<file path="config.mk">
export PLATFORM = sky130hd
export DESIGN_NAME = warp_ibuf
export DESIGN_NICKNAME = d
export VERILOG_FILES = /design/src/rtl/warp_ibuf.sv
export SDC_FILE = /design/constraint.sdc
export NUM_CORES = 1
export LEC_CHECK = 0
export BUFFER_PORTS_ARGS = -buffer_cell sky130_fd_sc_hd__buf_4
export CAP_MARGIN = 20
export CORE_MARGIN = 2
export CORE_UTILIZATION = 37
export DETAILED_ROUTE_END_ITERATION = 10
export SLEW_MARGIN = 20
export SYNTH_ARGS = -nofsm -noshare
export SYNTH_HDL_FRONTEND = slang
export SYNTH_SLANG_ARGS = --single-unit
</file>
<file path="constraint.sdc">
create_clock -name i_clk -period 4.1 [get_ports i_clk]
set_clock_uncertainty 0.1 [all_clocks]
set_input_delay 0.205 -clock i_clk [delete_from_list [all_inputs] [get_ports i_clk]]
set_output_delay 0.205 -clock i_clk [all_outputs]
set_load 0.01 [all_outputs]
</file>
<file path="src/rtl/warp_ibuf.sv">
// Dual-issue instruction buffer between fetch and decode.
// Circular storage of DEPTH slots; up to two entries enter and two leave per cycle.
// Capacity and occupancy outputs come only from registered pointers, so neither
// stage sees a combinational path through the other.
module warp_ibuf #(
    parameter int unsigned WIDTH = 32,  // bits per instruction slot
    parameter int unsigned DEPTH = 4    // storage entries; power of two, >= 2
) (
    input  logic             i_clk,
    input  logic             i_rst_n,
    input  logic             i_flush,
    input  logic [1:0]       i_wcount,
    input  logic [WIDTH-1:0] i_wdata0,
    input  logic [WIDTH-1:0] i_wdata1,
    output logic [1:0]       o_wcapacity,
    output logic [1:0]       o_rcount,
    output logic [WIDTH-1:0] o_rdata0,
    output logic [WIDTH-1:0] o_rdata1,
    input  logic [1:0]       i_rconsume
);

    localparam int unsigned AW = $clog2(DEPTH);
    // One extra pointer bit tells full from empty.
    localparam int unsigned PW = AW + 1;
    localparam logic [PW-1:0] DepthW = PW'(DEPTH);

    logic [WIDTH-1:0] mem_q [DEPTH];
    logic [PW-1:0]    wptr_q, wptr_d;
    logic [PW-1:0]    rptr_q, rptr_d;
    logic [PW-1:0]    count;
    logic [PW-1:0]    free;
    logic [1:0]       wcap;
    logic [1:0]       rcnt;
    logic [1:0]       wacc;
    logic [1:0]       racc;
    logic [AW-1:0]    widx0, widx1;
    logic [AW-1:0]    ridx0, ridx1;

    // Occupancy, accepted transfer sizes and next pointers.
    always_comb begin
        count = wptr_q - rptr_q;
        free  = DepthW - count;
        wcap  = (free  >= PW'(2)) ? 2'd2 : free[1:0];
        rcnt  = (count >= PW'(2)) ? 2'd2 : count[1:0];

        // A request of 3 is not a legal encoding and moves nothing.
        wacc = 2'd0;
        if (i_wcount != 2'd3) begin
            wacc = (i_wcount < wcap) ? i_wcount : wcap;
        end
        racc = 2'd0;
        if (i_rconsume != 2'd3) begin
            racc = (i_rconsume < rcnt) ? i_rconsume : rcnt;
        end

        widx0 = wptr_q[AW-1:0];
        widx1 = wptr_q[AW-1:0] + AW'(1);
        ridx0 = rptr_q[AW-1:0];
        ridx1 = rptr_q[AW-1:0] + AW'(1);

        if (i_flush) begin
            wptr_d = '0;
            rptr_d = '0;
        end else begin
            wptr_d = wptr_q + PW'(wacc);
            rptr_d = rptr_q + PW'(racc);
        end
    end

    // Pointer registers.
    always_ff @(posedge i_clk or negedge i_rst_n) begin
        if (!i_rst_n) begin
            wptr_q <= '0;
            rptr_q <= '0;
        end else begin
            wptr_q <= wptr_d;
            rptr_q <= rptr_d;
        end
    end

    // Storage; cleared on reset so the read ports show zero afterwards.
    always_ff @(posedge i_clk or negedge i_rst_n) begin
        if (!i_rst_n) begin
            for (int unsigned i = 0; i < DEPTH; i++) begin
                mem_q[i] <= '0;
            end
        end else if (!i_flush) begin
            if (wacc != 2'd0) begin
                mem_q[widx0] <= i_wdata0;
            end
            if (wacc == 2'd2) begin
                mem_q[widx1] <= i_wdata1;
            end
        end
    end

    // Registered-state outputs; no bypass from the write port.
    always_comb begin
        o_wcapacity = wcap;
        o_rcount    = rcnt;
        o_rdata0    = mem_q[ridx0];
        o_rdata1    = mem_q[ridx1];
    end

`ifdef FORMAL
    // Occupancy bound and legal-handshake environment.
    always_comb begin
        assert (count <= DepthW);
        if (i_rst_n) begin
            assume (i_wcount <= o_wcapacity);
            assume (i_rconsume <= o_rcount);
        end
    end
`endif

endmodule

</file>
==> impl_metrics.env <==
export IMPL_syn_area_um2=9460
export IMPL_slew_violations=0
export IMPL_async_reset_ff_share_pct=100
export IMPL_dp_hpwl_um=18800
export IMPL_r2r_slack_ps=290
export IMPL_cap_violations=0
export IMPL_grt_max_degree=90
export IMPL_layout_drive_gt1_share_pct=28.5
export IMPL_htree_levels=4
export IMPL_crit_fanout=21
export IMPL_synth_edf_count=0
export IMPL_yosysSeqAreaShare_pct=35.4
export IMPL_period_minus_slack_ps=3810
export IMPL_endpoint_kind="register"
export IMPL_synth_cell_types=40
export IMPL_drt_first_pass_iters=5
export IMPL_drtIter0Drc=854
export IMPL_synth_flop_cell="dfrtp_1"
export IMPL_synth_most_common_cell="nor3_1"
export IMPL_grt_pass1_vias=8914
export IMPL_drc_errors=0
export IMPL_multi_input_area_um2=5280
export IMPL_antenna_found_initial=0
export IMPL_crit_slowest_cell="dfrtp_4"
export IMPL_die_y_um=164
export IMPL_finalSetupViolCount=0
export IMPL_fillCellCount=2406
export IMPL_ir_drop_v=0.000399
export IMPL_path_cells="ha_1 > fa_1 > xor3_2 > xnor2_1 > nand2_1 > ha_1 > a21o_1 > nand3_1 > o31ai_4 > buf_4 > a31oi_1 > nor3_1"
export IMPL_hp_start="i_wdata1[29]"
export IMPL_start_util_pct=37.7
export IMPL_layout_nets=1166
export IMPL_rows=58
export IMPL_ctsRootBufferMaster="clkbuf_16"
export IMPL_io_buffers=138
export IMPL_die_area_um2=26900
export IMPL_io_pins=139
export IMPL_synth_top_area_share_pct=35.4
export IMPL_synth_common_cells="nor3_1, dfrtp_1, inv_1, nand2_1, clkbuf_1"
export IMPL_grt_pass1_wl_um=51000
export IMPL_syn_area_per_cell_um2=9.54
export IMPL_clkTransAtPathRegs_ps=60
export IMPL_crit_type="register to register"
export IMPL_routed_via_count=8885
export IMPL_startpoint="rptr_q[0]"
export IMPL_hold_viol=0
export IMPL_worstMarginPinSlew_ps=1030
export IMPL_rr_startpoint="rptr_q[0]"
export IMPL_gp_congestion=0.835
export IMPL_viasPerCell=6.23
export IMPL_dp_cells=1380
export IMPL_p_total_uw=9110
export IMPL_leakagePower_uw=0.00448
export IMPL_dpl_cell_area_um2=10800
export IMPL_regArea_um2=3360
export IMPL_synth_seq_cells=134
export IMPL_cp_start_kind="register"
export IMPL_powerDensity_nw_per_um2=794
export IMPL_grt_overflow=0
export IMPL_post_cts_resized=0
export IMPL_grt_usage_pct=24.3
export IMPL_area_delta_synth_final_pct=21.2
export IMPL_wirelength_um=31800
export IMPL_maxSlewHeadroom_pct=31.4
export IMPL_cts_made_buffers=17
export IMPL_setup_tns_ps=0
export IMPL_antenna_cells=0
export IMPL_clk_path_buf_depth=2
export IMPL_fin_crit_sh_pct=92.9
export IMPL_instances_no_fill=1427
export IMPL_cts_tree="built"
export IMPL_crit_family="adder cells"
export IMPL_cp_common_cell="ha_1"
export IMPL_syn_inst=992
export IMPL_path_buf_inv=1
export IMPL_arrival_ps=4040
export IMPL_status="complete, no violations"
export IMPL_slowest_delay_ps=470
export IMPL_die_width_um=164
export IMPL_coreArea_um2=25100
export IMPL_clk_latency_ps=420
export IMPL_clock_sinks=134
export IMPL_hp_class="input port to register"
export IMPL_synth_area_top_cells="dfrtp_1, mux4_2, nor3_1"
export IMPL_synth_top_cell_by_area="dfrtp_1"
export IMPL_synth_fp_nets=1074
export IMPL_crit_required_ps=4330
export IMPL_grt_setup_unrepaired="false"
export IMPL_max_freq_ghz=0.263
export IMPL_yosys_warnings=0
export IMPL_ant_nets=0
export IMPL_postLayoutCellArea_um2=11500
export IMPL_wire_per_inst_um=22.3
## per-stage QoR
stage          hold slack [ps]  util [%]  worst slack [ps]
6_report                  10.5      45.7               292
3_5_place_dp              74.9      42.9               335
3_3_place_gp              77.2      42.9               401
2_1_floorplan             -191         -              10.0
5_1_grt                   8.48      45.7              25.5
4_1_cts                  0.237      45.7               324
## cell type report
| cell class | instances | share of cell area (%) |
|---|---|---|
| Sequential cell | 134 | 29.3 |
| Inverter | 104 | 3.40 |
| Timing Repair Buffer | 184 | 12.8 |
| Multi-Input combinational cell | 643 | 46.0 |
| Clock buffer | 20 | 3.90 |
| Clock inverter | 12 | 0.917 |
| Tap cell | 330 | 3.60 |
## per-layer routing
layer | vias to the layer above | GRT usage, % | part of all wire, %
li1 | 3950 | - | -
met1 | 4479 | 33.7 | 43
met2 | 416 | 38.8 | 47
met3 | 40 | 4.37 | 7.9
met4 | 0 | 7.14 | 1.6
met5 | - | 0 | 0
## sequential cells by signal, indices dropped and copies added, names as in the netlist
register and cells:
mem_q 128, rptr_q 3, wptr_q 3
## path summary, 6_finish.rpt
kind | to | depth (start not counted)
setup / recovery | mem_q[23] | 12
hold / removal | mem_q[29] | 3
setup reg to reg | mem_q[23] | 12
hold reg to reg | wptr_q[2] | 2
max in group asynchronous | mem_q[48] | 3
min in group asynchronous | mem_q[57] | 2
## kinds of logic after synthesis
kind of cell    Yosys count  share of synthesized area, %
xor+xnor                  6                         0.926
mux                      64                          15.2
buf+inv                 215                          9.23
flops                   134                          35.4
simple gates            355                          18.0
fa+ha+maj                11                          1.69
compound gates          207                          19.4
## power breakdown
group | switching [µW] | internal, µW | leakage [µW]
registers | 419 | 1860 | 0.00160
clock network | 629 | 849 | 0.000270
logic | 3070 | 2280 | 0.00261
## what timing repair did
item,CTS,global route
setup buffers,0,0
hold endpoints to repair,64,0
hold buffers,15,0
## cells in the final DEF (no fill, tap or decap), types with 4 or more instances in the layout
cell type	n
a211oi_1	34
a211oi_2	30
a31oi_1	32
buf_12	4
buf_4	164
clkbuf_16	17
clkinv_2	5
dfrtp_1	131
dlygate4sd3_1	15
ha_1	8
inv_1	103
mux4_2	64
nand2_1	73
nor2_1	9
nor3_1	257
o31a_1	32
o41ai_1	64
## worst min-delay path: stages
cell	delay [ps]
buf_4	110
nor3_1	50
nor3_1	120
Power figures use the tool's default switching activity.
